===== config.mk =====
export PLATFORM = sky130hd
export DESIGN_NAME = instr_sequencer_flat
export DESIGN_NICKNAME = d
export VERILOG_FILES = /design/src/rtl/instr_sequencer_if.sv /design/src/rtl/instr_sequencer.sv /design/src/flat_wrapper.sv
export SDC_FILE = /design/constraint.sdc
export NUM_CORES = 1
export LEC_CHECK = 0
export CAP_MARGIN = 40
export CORE_UTILIZATION = 35
export DETAILED_ROUTE_END_ITERATION = 8
export PLACE_DENSITY = 0.69
export SLEW_MARGIN = 20
export SYNTH_ARGS = -nofsm -noshare
export SYNTH_HDL_FRONTEND = slang
export SYNTH_SLANG_ARGS = --single-unit

===== constraint.sdc =====
create_clock -name clk_i -period 4.1 [get_ports clk_i]
set_input_delay 0.82 -clock clk_i [delete_from_list [all_inputs] [get_ports clk_i]]
set_output_delay 0.82 -clock clk_i [all_outputs]
set_load 0.05 [all_outputs]

===== src/rtl/instr_sequencer_if.sv =====
// Bus between the instruction sequencer and the imem / colour datapath slices.
// master = sequencer side, slave = imem + slices side.
interface instr_sequencer_if #(
  parameter int unsigned PC_W = 8
);
  logic [PC_W-1:0] imem_addr;
  logic [15:0]     imem_data;
  logic [15:0]     opCode;
  logic            en;
  logic            WE;
  logic            BR_in;

  modport master (
    output imem_addr, opCode, en, WE,
    input  imem_data, BR_in
  );

  modport slave (
    input  imem_addr, opCode, en, WE,
    output imem_data, BR_in
  );
endinterface


===== src/rtl/instr_sequencer.sv =====
// Instruction sequencer: owns the PC, runs a FETCH/ISSUE pair per instruction, resolves JMP/BR/HALT.
// Define INSTR_SEQ_CALL_EN to add the CALL/RET return stack and the sticky err flag.
//
// state  | meaning
// IDLE   | after reset, waiting for run
// FETCH  | imem_addr=pc, opCode latched from imem_data at the edge
// ISSUE  | opCode driven with en=1, next pc decided at the edge
// HALT   | stopped after HALT or a stack error, waiting for run
module instr_sequencer #(
  parameter int unsigned PC_W        = 8,
  parameter logic [3:0]  ST_CLASS    = 4'h3,
  parameter int unsigned STACK_DEPTH = 4
) (
  input  logic                clk_i,
  input  logic                rst_n_i,
  input  logic                run_i,
  input  logic                stall_i,
  instr_sequencer_if.master   bus,
  output logic [PC_W-1:0]     pc_o,
  output logic                halted_o,
  output logic                err_o
);

  typedef enum logic [1:0] {S_IDLE, S_FETCH, S_ISSUE, S_HALT} state_e;

  state_e          state_q, state_d;
  logic [PC_W-1:0] pc_q, pc_d;
  logic [PC_W-1:0] pc_inc, target;
  logic [15:0]     opcode_q, opcode_d;
  logic            err_q, err_d;
  logic            issue_go;

  assign pc_inc   = pc_q + PC_W'(1);
  assign target   = opcode_q[PC_W-1:0];
  assign issue_go = (state_q == S_ISSUE) && !stall_i;

`ifdef INSTR_SEQ_CALL_EN
  localparam int unsigned SP_W  = $clog2(STACK_DEPTH + 1);
  localparam int unsigned IDX_W = $clog2(STACK_DEPTH);

  logic [PC_W-1:0] stack_q [STACK_DEPTH];
  logic [SP_W-1:0] sp_q, sp_d, sp_dec;
  logic            push;

  assign sp_dec = sp_q - SP_W'(1);
`else
  logic unused_cfg;
  assign unused_cfg = ^STACK_DEPTH;
`endif

  always_comb begin
    state_d  = state_q;
    pc_d     = pc_q;
    opcode_d = opcode_q;
    err_d    = err_q;
`ifdef INSTR_SEQ_CALL_EN
    sp_d     = sp_q;
    push     = 1'b0;
`endif
    if (!stall_i) begin
      case (state_q)
        S_IDLE, S_HALT: begin
          if (run_i) begin
            state_d = S_FETCH;
            err_d   = 1'b0;
          end
        end
        S_FETCH: begin
          opcode_d = bus.imem_data;
          state_d  = S_ISSUE;
        end
        S_ISSUE: begin
          state_d = S_FETCH;
          pc_d    = pc_inc;
          case (opcode_q[15:12])
            4'hF: state_d = S_HALT;
            4'hE: pc_d = target;
            4'hD: if (bus.BR_in) pc_d = target;
`ifdef INSTR_SEQ_CALL_EN
            // Stack faults halt past the faulting op so run resumes after it.
            4'hC: begin
              if (sp_q == SP_W'(STACK_DEPTH)) begin
                err_d   = 1'b1;
                state_d = S_HALT;
              end else begin
                push = 1'b1;
                sp_d = sp_q + SP_W'(1);
                pc_d = target;
              end
            end
            4'hB: begin
              if (sp_q == '0) begin
                err_d   = 1'b1;
                state_d = S_HALT;
              end else begin
                sp_d = sp_dec;
                pc_d = stack_q[sp_dec[IDX_W-1:0]];
              end
            end
`endif
            default: ;
          endcase
        end
        default: state_d = S_IDLE;
      endcase
    end
  end

  always_ff @(posedge clk_i) begin
    if (!rst_n_i) begin
      state_q  <= S_IDLE;
      pc_q     <= '0;
      opcode_q <= '0;
      err_q    <= 1'b0;
`ifdef INSTR_SEQ_CALL_EN
      sp_q     <= '0;
`endif
    end else begin
      state_q  <= state_d;
      pc_q     <= pc_d;
      opcode_q <= opcode_d;
      err_q    <= err_d;
`ifdef INSTR_SEQ_CALL_EN
      sp_q     <= sp_d;
`endif
    end
  end

`ifdef INSTR_SEQ_CALL_EN
  always_ff @(posedge clk_i) begin
    if (rst_n_i && push) stack_q[sp_q[IDX_W-1:0]] <= pc_inc;
  end
`endif

  assign bus.imem_addr = pc_q;
  assign bus.opCode    = opcode_q;
  assign bus.en        = issue_go;
  assign bus.WE        = issue_go && (opcode_q[15:12] == ST_CLASS);
  assign pc_o          = pc_q;
  assign halted_o      = (state_q == S_HALT);
`ifdef INSTR_SEQ_CALL_EN
  assign err_o         = err_q;
`else
  assign err_o         = 1'b0;
`endif

endmodule

===== src/flat_wrapper.sv =====
// flat-port wrapper written by rule: the top's interface ports become plain ports
module instr_sequencer_flat 
#(
  parameter int unsigned PC_W        = 8,
  parameter logic [3:0]  ST_CLASS    = 4'h3,
  parameter int unsigned STACK_DEPTH = 4
)
  (clk_i, rst_n_i, run_i, stall_i, pc_o, halted_o, err_o, bus_imem_addr, bus_opCode, bus_en, bus_WE, bus_imem_data, bus_BR_in);
  instr_sequencer_if #(.PC_W(PC_W)) bus_i ();
  input  logic clk_i;
  input  logic rst_n_i;
  input  logic run_i;
  input  logic stall_i;
  output logic [PC_W-1:0] pc_o;
  output logic halted_o;
  output logic err_o;
  output wire logic [$bits(bus_i.imem_addr)-1:0] bus_imem_addr;
  output wire logic [$bits(bus_i.opCode)-1:0] bus_opCode;
  output wire logic [$bits(bus_i.en)-1:0] bus_en;
  output wire logic [$bits(bus_i.WE)-1:0] bus_WE;
  input wire logic [$bits(bus_i.imem_data)-1:0] bus_imem_data;
  input wire logic [$bits(bus_i.BR_in)-1:0] bus_BR_in;
  assign bus_imem_addr = bus_i.imem_addr;
  assign bus_opCode = bus_i.opCode;
  assign bus_en = bus_i.en;
  assign bus_WE = bus_i.WE;
  assign bus_i.imem_data = bus_imem_data;
  assign bus_i.BR_in = bus_BR_in;
  instr_sequencer #(.PC_W(PC_W), .ST_CLASS(ST_CLASS), .STACK_DEPTH(STACK_DEPTH)) u_core (.clk_i(clk_i), .rst_n_i(rst_n_i), .run_i(run_i), .stall_i(stall_i), .bus(bus_i), .pc_o(pc_o), .halted_o(halted_o), .err_o(err_o));
endmodule

==> results of run 1 <==
[per-stage QoR]
stage	area, um2	total power [W]
5_1_grt	1880	0.000586
6_report	1880	0.000564
3_3_place_gp	1800	0.000360
3_5_place_dp	1810	0.000363
4_1_cts	1880	0.000571
2_1_floorplan	1290	0.000324
[tightest hold or removal path: stages, from the launching register on]
cell	delay, ns
dfxtp_1	0.32
nand2_1	0.05
a21oi_1	0.05
[layout make-up]
class                           count  share of cell area (%)
Multi-Input combinational cell    115                    34.3
Timing Repair Buffer               57                    30.1
Sequential cell                    26                    27.7
Clock buffer                        3                    2.20
Inverter                            5                    1.00
Tap cell                           46                    3.07
Clock inverter                      1                    1.60
[sequential cells by signal, summed over array words and instances (netlist names)]
name and cells:
u_core.bus.opCode 16, u_core.bus.imem_addr 8, u_core.state_q 2
[placed cells by master, fill, tap and decap left out, types with 2 or more instances in the layout]
cell type	n
a21oi_1	17
a31oi_1	8
and3_1	2
buf_4	2
clkbuf_8	3
clkdlybuf4s50_1	55
dfxtp_1	26
ha_1	5
inv_1	5
nand2_1	41
nand2b_1	2
nand3_1	7
nor2_1	3
nor2b_1	4
nor4_1	2
o21a_1	2
o21ai_0	4
or4_1	2
[kinds of logic (layout without fill, tap and decap cells)]
group | count (synthesis) | in the layout
muxes | 1 | 1
AOI/OAI and AO/OA | 39 | 39
adders and majority gates | 5 | 5
buffers and inverters | 23 | 66
and+or+nand+nor | 69 | 69
DFF | 26 | 26
other | 1 | 1
[routing by layer]
metal	GRT usage [%]	routed length (um)
met1	20.6	1390
met2	27.7	1460
met3	3.28	166
met4	3.49	31
met5	0	0
[path summary, 6_finish.rpt]
| path | startpoint | end | slack (ns) | depth (start not counted) |
|---|---|---|---|---|
| worst min register to register | u_core.bus.opCode[10] | u_core.bus.opCode[10] | 0.46 | 2 |
| worst min-delay path | u_core.bus.opCode[10] | u_core.bus.opCode[10] | 0.46 | 2 |
| worst max-delay path | stall_i | bus_en | 0.68 | 4 |
| worst max register to register | u_core.bus.opCode[13] | u_core.bus.imem_addr[6] | 2.39 | 4 |
[power by group]
part	leakage [nW]	switching, W	total, W	internal, W
Clock	0.0357	0.0000774	0.000208	0.000130
Sequential	0.211	0.00000810	0.000268	0.000260
Combinational	0.430	0.0000505	0.0000881	0.0000376
Total	0.677	0.000136	0.000564	0.000428
==> flow_summary.json, run 1 <==
{
  "slowest_delay_ns": 0.86,
  "fillCellCount": 345,
  "io_pins": 57,
  "route.final.wire_length_um": 3050,
  "setup_viol": 0,
  "synth_area_per_cell_um2": 7.87,
  "async_flop_share_pct": 0,
  "die_w_um": 62.7,
  "start_util_pct": 37.5,
  "die_h_um": 62.7,
  "cts_root_buf": "clkbuf_8",
  "path_clk_slew_ns": 0.09,
  "cts_hold_buf": 0,
  "worstPathRequired_ns": 3.28,
  "first_iter_violations": 57,
  "critPathSlowestCell": "clkdlybuf4s50_1",
  "synthXorXnorAreaFrac_pct": 0,
  "syn-num-nets": 190,
  "critical-path-top-delay-family": "buffers and inverters",
  "tns_ns": 0,
  "dpl.cell_count": 249,
  "grt_max_degree": 25,
  "synthToLayoutAreaGrowth_pct": 45.3,
  "path_class": "input pin to output port",
  "die_area_um2": 3940,
  "cp-end-kind": "output port",
  "globalplace.congestion": 0.798,
  "yosysSeqAreaShare_pct": 40.3,
  "placement.io_buffers": 55,
  "fin_util_pct": 54.5,
  "post_cts_resize_count": 0,
  "timing.critical_path.buf_inv": 3,
  "maxSlewHeadroom_pct": 49.4,
  "leakage_nw": 0.677,
  "synth_top_family_by_area": "simple AND/OR/NAND/NOR gates",
  "drtAntennaViolNets": 0,
  "synth_cells": 164,
  "yosysMostFrequentCell": "nand2_1",
  "rows": 21,
  "cts_tree": "done",
  "fin_nets": 234,
  "instances_no_fill": 253,
  "rsz0062_at_grt": "false",
  "cts_buffer_depth": 2,
  "synthMuxAreaShare_pct": 0.872,
  "max_slew.worst_pin.slew_ns": 0.759,
  "gr-total-overflow": 0,
  "hpwl_um": 2260,
  "via_per_inst": 4.93,
  "synth.cell_area_um2": 1290,
  "powerDensity_nw_per_um2": 301,
  "max_freq_mhz": 292,
  "drive_above_1_share_pct": 3.86,
  "outcome": "finished clean",
  "core_um2": 3440,
  "worstSetupStartpointType": "input pin",
  "grt_pass1_vias": 1161,
  "clk_latency_ns": 0.26,
  "hold_viol": 0,
  "route.detailed.wl_per_inst_um": 12.1,
  "antenna_found_initial": 0,
  "drc": 0,
  "cp_cell_sequence": "clkdlybuf4s50_1 -> nand2b_1 -> inv_1 -> clkdlybuf4s50_1",
  "synthTopCellsByCount": "nand2_1, dfxtp_1, a21oi_1",
  "fin_crit_sh_pct": 83.5,
  "numCtsBuffers": 3,
  "ys_warn_count": 0,
  "vias": 1248,
  "timing.hold.ws_ns": 0.464,
  "yosysTopAreaCell": "dfxtp_1",
  "post-route-min-period_ns": 3.42,
  "vdd_ir_drop_max_v": 0.000254,
  "min_path_type": "register to register",
  "worstPathArrival_ns": 2.60,
  "regArea_um2": 520,
  "max_cap_violations": 0,
  "yosysUniqueCellTypes": 35,
  "cts_setup_buffers": 0,
  "cp_max_fo": 11,
  "htree_levels": 1,
  "drv_slew": 0,
  "multi_input_area_um2": 643,
  "synth_fa_ha_area_share_pct": 4.84,
  "synth_compound_area_share_pct": 19.2,
  "crit_top_cell": "clkdlybuf4s50_1",
  "synth_seq_cells": 26,
  "cts.sinks": 26,
  "yosys.area_share.simple_pct": 24.6,
  "final.setup.worst_slack_ns": 0.677,
  "synth_area_leaders": "dfxtp_1, nand2_1, a21oi_1, buf_4, ha_1",
  "grt_usage_pct": 16.1,
  "worst_clock_skew_ns": 0.00240,
  "grt_pass1_wl_um": 5180,
  "synth_top_area_share_pct": 40.3,
  "synth_edf_count": 0,
  "diodes": 0,
  "drt_pass1_iterations": 4,
  "ys.flop_type": "dfxtp_1",
  "place_ws_ns": 0.676
}
(Power assumes the default switching activity.)
==> inputs of run 2 (changes only) <==
--- a/config.mk
+++ b/config.mk
@@ -8,7 +8,7 @@
 export CAP_MARGIN = 40
 export CORE_UTILIZATION = 35
 export DETAILED_ROUTE_END_ITERATION = 8
-export PLACE_DENSITY = 0.69
+export PLACE_DENSITY = 0.71
 export SLEW_MARGIN = 20
 export SYNTH_ARGS = -nofsm -noshare
 export SYNTH_HDL_FRONTEND = slang
==> constraint.sdc (replaced) <==
create_clock -name clk_i -period 3.1 [get_ports clk_i]
set_input_delay 0.62 -clock clk_i [delete_from_list [all_inputs] [get_ports clk_i]]
set_output_delay 0.62 -clock clk_i [all_outputs]
set_load 0.05 [all_outputs]
==> flow_summary.json, run 2 (synthesis results as in run 1) <==
{
  "layout.cells.most_common": "clkdlybuf4s50_1",
  "die_area_um2": 3940,
  "tns_ns": 0,
  "cts_hold_buf": 0,
  "rr_startpoint": "u_core.state_q[0]",
  "maxSlewHeadroom_pct": 60.3,
  "htree_levels": 1,
  "fillCellCount": 323,
  "core_um2": 3440,
  "grt_pass1_wl_um": 4870,
  "cp_max_fo": 13,
  "via_per_inst": 4.80,
  "timing.hold.ws_ns": 0.462,
  "synthToLayoutAreaGrowth_pct": 48.0,
  "rsz0062_at_grt": "false",
  "hold_viol": 0,
  "worstPathArrival_ns": 1.92,
  "cts_root_buf": "clkbuf_8",
  "max_cap_violations": 0,
  "fin_crit_sh_pct": 82.1,
  "fin_nets": 235,
  "worstPathRequired_ns": 2.48,
  "clk_latency_ns": 0.27,
  "vdd_ir_drop_max_v": 0.000223,
  "hpwl_um": 2160,
  "largest_reg_flops": 16,
  "diodes": 0,
  "rr_endpoint": "u_core.bus.imem_addr[7]",
  "antenna_found_initial": 0,
  "cp-end-kind": "output port",
  "grt_pass1_vias": 1050,
  "path_clk_slew_ns": 0.09,
  "cts_tree": "done",
  "power_frac_clock_pct": 37.6,
  "min_to": "u_core.bus.opCode[10]",
  "sw_frac_of_total_pct": 24.9,
  "p_comb_share_pct": 15.5,
  "p_sw_w": 0.000188,
  "globalplace.congestion": 0.742,
  "powerDensity_nw_per_um2": 396,
  "setup_viol": 0,
  "route.final.wire_length_um": 2930,
  "placement.io_buffers": 55,
  "reg2reg_depth": 8,
  "path_class": "input pin to output port",
  "numCtsBuffers": 3,
  "drv_slew": 0,
  "layout_common_cells": "clkdlybuf4s50_1, nand2_1, dfxtp_1, a21oi_1, a31oi_1",
  "min_path_type": "register to register",
  "die_w_um": 62.7,
  "drive_above_1_share_pct": 5.77,
  "cts_buffer_depth": 2,
  "holdPathStages": 2,
  "leakage_nw": 0.691,
  "worst_clock_skew_ns": 0.00225,
  "rrSetupSlack_ns": 1.40,
  "total_power_w": 0.000756,
  "route.detailed.wl_per_inst_um": 11.5,
  "post-route-min-period_ns": 2.54,
  "outcome": "finished clean",
  "gr-total-overflow": 0,
  "drtAntennaViolNets": 0,
  "vias": 1219,
  "hold_path.startpoint": "u_core.bus.opCode[10]",
  "drt_pass1_iterations": 4,
  "max_freq_mhz": 393,
  "cts_setup_buffers": 0,
  "internal_power_w": 0.000568,
  "rows": 21,
  "start_util_pct": 37.5,
  "p_seq_share_pct": 46.9,
  "cts.sinks": 26,
  "worstSetupStartpointType": "input pin",
  "io_pins": 57,
  "post_cts_resize_count": 0,
  "max_slew.worst_pin.slew_ns": 0.596,
  "first_iter_violations": 49,
  "grt_max_degree": 17,
  "drc": 0,
  "grt_usage_pct": 15.3,
  "die_h_um": 62.7
}
-- run 2: changes by cell type in the layout (fill, tap and decap cells not counted) --
cell / delta
buf_12: +2
clkdlybuf4s50_1: -2
buf_4: +1
nor4_1: -1
nor4_2: +1
-- run 2: cell type report --
class / instances / area, um2 / share of cell area, %
clock buffer: 3 / 41.3 / 2.16
clock inverter: 1 / 30.0 / 1.57
inverter: 5 / 18.8 / 0.982
multi-input combinational: 115 / 649 / 34.0
sequential: 26 / 520 / 27.2
tap: 46 / 57.6 / 3.01
timing repair buffer: 58 / 593 / 31.0
-- run 2: power by group through the flow --
stage,clock network (W),logic (W),registers [W]
6_report,0.000284,0.000117,0.000355
5_1_grt,0.000301,0.000126,0.000357
4_1_cts,0.000289,0.000118,0.000355
3_5_place_dp,0,0.000118,0.000363
3_3_place_gp,0,0.000117,0.000363
2_1_floorplan,0,0.0000378,0.000391
-- run 2: how the worst max path moves through the flow --
stage / startpoint / depth (start not counted) / slack (ns) / endpoint
after floorplan: stall_i / 3 / 0.55 / bus_WE
after global placement: stall_i / 5 / 0.57 / bus_en
after detailed placement: stall_i / 5 / 0.56 / bus_en
after CTS: stall_i / 5 / 0.56 / bus_en
after global routing: stall_i / 5 / 0.47 / bus_en
final: stall_i / 5 / 0.56 / bus_en
-- run 2: per-layer routing --
metal / global-route usage, % / vias up / routed length, um
met4: 6.10 / 0 / 40
met1: 20.9 / 537 / 1460
met2: 24.3 / 35 / 1310
li1: - / 643 / -
met3: 1.82 / 4 / 118
met5: 0 / - / 0
-- run 2: metrics by stage --
step,std cells,cell area [um2],setup slack [ns],utilization [%]
floorplan,164,1300,0.548,-
global placement,250,1840,0.569,53.4
detailed placement,250,1840,0.565,53.4
CTS,254,1910,0.561,55.5
global route,254,1910,0.471,55.5
finish,254,1910,0.556,55.5
-- run 2: worst max-delay path, stage by stage --
cell,delay [ns]
clkdlybuf4s50_1,0.46
nand2b_1,0.20
buf_4,0.18
inv_1,0.27
buf_12,0.18
==> variant 1: new RTL, flow settings as in run 2 <==
Add a define of `INSTR_SEQ_CALL_EN`.
--- a/src/rtl/instr_sequencer.sv
+++ b/src/rtl/instr_sequencer.sv
@@ -6,6 +6,8 @@
 // FETCH  | imem_addr=pc, opCode latched from imem_data at the edge
 // ISSUE  | opCode driven with en=1, next pc decided at the edge
 // HALT   | stopped after HALT or a stack error, waiting for run
+`define INSTR_SEQ_CALL_EN
+
 module instr_sequencer #(
   parameter int unsigned PC_W        = 8,
   parameter logic [3:0]  ST_CLASS    = 4'h3,
Function: changed (a bounded check fails within 4 cycles, from zero or initial values and one cycle with rst_n_i low).
==> variant 1 against run 2 <==
- total power grew 120%
- cell count grew 63%
- highest routed layer unchanged
- first-iteration DRC count grew to 3.6 times the old value
- wire length grew 120%
- design area grew 96%
- setup slack lost 180 ps
- sequential share of layout area grew 14 points
- core utilization shrank 9.6 points
- synthesized cell count grew 54%
- largest power group unchanged
- critical path depth shrank 1
- synthesized area grew 130%
- via count grew 72%
- sequential cell count grew 36
- count of clock-buffer cells in the layout grew 8
==> variant 1: results (changes against run 2) <==
outcome=complete, no violations; fraction of power spent switching nets=0.232 (-0.0164); Worst Hold Endpoint=u_core.err_o$_SDFFE_PN0P_; cell with the largest stage delay on the worst path=sky130_fd_sc_hd__nor4_1; post-detail-place hpwl=4.61 mm (+110%); number of distinct library cells after synthesis=45 (+29%); P_sw=0.391 mW (+110%); compound-cell area share of the yosys netlist=0.141 (-0.0507); combinational share of power=0.080 (-0.075); buffers added on ports=56 (+1.8%); post-synthesis adder-cell area fraction=0.0384 (-0.0101); path depth of the worst reg2reg path=7 (-1); routed length on met1=2.77 mm (+91%); main area contributors after synthesis=sky130_fd_sc_hd__edfxtp_1, sky130_fd_sc_hd__dfxtp_1, sky130_fd_sc_hd__mux4_2; pin count of the biggest net entering global routing=31 (+14); stage delay of the slowest cell on the critical path=520 ps (+60 ps); insertion delay to the later sink of the worst-skew pair=330 ps (+60 ps); Syn Nets=282 (+48%); DRC violation total after the first TritonRoute iteration=174 (+260%); Clk power=0.667 mW (+130%); worst reg2reg startpoint=u_core.sp_q[0]$_SDFFE_PN0P_; Setup WS pre-CTS=364 ps (-201 ps); detailed route wirelength on metal3=515 µm (+340%); vias in the first global route=2032 (+94%); average vias per placed instance=5.07 (+5.5%); Final #Nets=333 (+42%); GRT Util Overall=0.160 (+0.00684); Filler Cell Count=779 (+140%); share of synthesized area occupied by flip-flops and latches=0.532 (+0.129); leakage power total=1.30 nW (+88%); # H-tree levels=3 (+2); largest delay contributor family on the critical path=simple AND/OR/NAND/NOR gates; routability congestion estimate=0.746 (+0.47%); DRT Wirelength=6.44 mm (+120%)
variant 1: area by class of cell:
| type | count | share of cell area |
|---|---|---|
| Inverter | 7 | 0.00701 |
| Tap cell | 105 | 0.0350 |
| Timing Repair Buffer | 60 | 0.163 |
| Multi-Input combinational cell | 163 | 0.330 |
| Sequential cell | 62 | 0.416 |
| Clock buffer | 11 | 0.0350 |
| Clock inverter | 5 | 0.0137 |
variant 1: per-layer routing:
metal	track usage	up-vias
met3	0.0480	8
met4	0.0615	0
met5	0	-
met1	0.196	1003
met2	0.264	77
li1	-	1004
variant 1: how the worst max path moves through the flow:
stage / cells after the start / from / end
after global routing: 4 / stall_i / bus_WE
after global placement: 4 / stall_i / bus_WE
after CTS: 4 / stall_i / bus_WE
after detailed placement: 4 / stall_i / bus_WE
after floorplan: 2 / u_core.bus.opCode[12]$_SDFFE_PN0P_ / bus_WE
final: 4 / stall_i / bus_WE
==> variant 2: new RTL, flow settings as in run 2 <==
Without the edit above. Encoding of `state_e`: now Gray code (2 bits for 4 states).
--- a/src/rtl/instr_sequencer.sv
+++ b/src/rtl/instr_sequencer.sv
@@ -21,7 +21,7 @@
   output logic                err_o
 );
 
-  typedef enum logic [1:0] {S_IDLE, S_FETCH, S_ISSUE, S_HALT} state_e;
+  typedef enum logic [1:0] {S_IDLE = 2'b00, S_FETCH = 2'b01, S_ISSUE = 2'b11, S_HALT = 2'b10} state_e;
 
   state_e          state_q, state_d;
   logic [PC_W-1:0] pc_q, pc_d;
Check against the original RTL: no difference found for any inputs over 10 cycles, from zero or initial values and one cycle with rst_n_i low; not proved beyond that.
==> variant 2 against run 2 <==
- setup slack got worse by 1.2 ps
- synthesized area decreased by 3.1%
- total power decreased by 18%
- critical path type unchanged
- core utilization decreased by 1.4 points
- design area decreased by 3.9%
- highest routed layer is now met3
- wire length decreased by 0.72%
- sequential cell count unchanged
==> variant 2: results (changes against run 2) <==
most instantiated cells after synthesis=sky130_fd_sc_hd__nand2_1, sky130_fd_sc_hd__dfxtp_1, sky130_fd_sc_hd__a21oi_1; leakage power total=0.612 nW (-11%); master cell of the clock root buffer=sky130_fd_sc_hd__clkbuf_4; stage delay of the slowest cell on the critical path=480 ps (+20 ps); Syn Nets=187 (-1.6%); vias in the first global route=977 (-7.0%); number of distinct library cells after synthesis=29 (-17%); max layer used=met3; post-detail-place hpwl=2.09 mm (-3.4%); routability congestion estimate=0.754 (+1.6%); Clock Path Buffers=2 (unchanged); cell total after placement=252 (+0.80%); largest delay contributor family on the critical path=buffers and inverters; outcome=complete, no violations; routed length on met1=1.45 mm (-0.55%); insertion delay to the later sink of the worst-skew pair=310 ps (+40 ps); met2 layer usage reported by global route=0.246 (+0.00257); vias=1237 (+1.5%); clock transition at the register clock pins on the worst setup and hold paths after CTS=130 ps (+40 ps); fraction of met1 tracks used by global routing=0.236 (+0.0270); Hold WC Path Type=reg2reg; pin count of the biggest net entering global routing=26 (+9); synthesized area divided by synthesized cell count=7.58 µm² (-3.7%); wire length per cell after detailed routing=11.4 µm (-1.5%); transition at the pin with the smallest max-transition slack=809 ps (+213 ps); Setup WS pre-CTS=574 ps (+8.82 ps); setup clock skew after layout=1.04 ps (-1.21 ps); detailed route wirelength on metal3=113 µm (-4.2%); main area contributors after synthesis=sky130_fd_sc_hd__dfxtp_1, sky130_fd_sc_hd__nand2_1, sky130_fd_sc_hd__a21oi_1; first-pass GRT wire length=4.63 mm (-5.0%); met2 wire len=1.35 mm (+2.6%); GR Util met3=0.0435 (+0.0252); Placement Cell Area=1800 µm² (-2.2%); share of layout cells above drive strength 1=0.0619 (+0.00421); DRC violation total after the first TritonRoute iteration=23 (-53%); GRT Util Overall=0.163 (+0.00984); Final #Nets=233 (-0.85%)
## variant 2: changes by cell type after synthesis, moves of 3 or more
cell | run 2 | this run
sky130_fd_sc_hd__ha_1 | 5 | 1
sky130_fd_sc_hd__buf_2 | 0 | 3
sky130_fd_sc_hd__clkbuf_1 | 7 | 4
sky130_fd_sc_hd__o21ai_0 | 4 | 9
sky130_fd_sc_hd__inv_1 | 5 | 2
sky130_fd_sc_hd__nand2_1 | 41 | 45
## variant 2: report_power, final
part           total [mW]  internal [mW]  switching (mW)
Combinational      0.0997         0.0447          0.0550
Clock               0.166         0.0718          0.0947
Sequential          0.352          0.343         0.00887
Total               0.618          0.459           0.159
## variant 2: area by class of cell
class	count	area, µm²
well taps	46	57.6
fillers	325	1550
flip-flops and latches	26	520
repair buffers	58	593
clock buffers	4	36.3
inverters	3	11.3
multi-input cells	119	617
## variant 2: final timing paths
check / start / slack [ps] / cells after the start / endpoint
max: stall_i / 550 / 4 / bus_WE
min reg2reg: u_core.bus.opCode[11]$_SDFFE_PN0P_ / 460 / 2 / u_core.bus.opCode[11]$_SDFFE_PN0P_
max reg2reg: u_core.bus.opCode[13]$_SDFFE_PN0P_ / 1460 / 4 / u_core.bus.imem_addr[7]$_SDFFE_PN0P_
min: u_core.bus.opCode[11]$_SDFFE_PN0P_ / 460 / 2 / u_core.bus.opCode[11]$_SDFFE_PN0P_
## variant 2: cell families (layout without fill, tap and decap cells)
family,count (synthesis),after routing,synth area share
adder cells (fa/ha/maj),1,1,0.0100
flip-flops,26,26,0.416
other,1,1,0.00300
AND/OR/NAND/NOR,77,77,0.294
buffers and inverters,20,65,0.0960
AO/OA/AOI/OAI,40,40,0.181
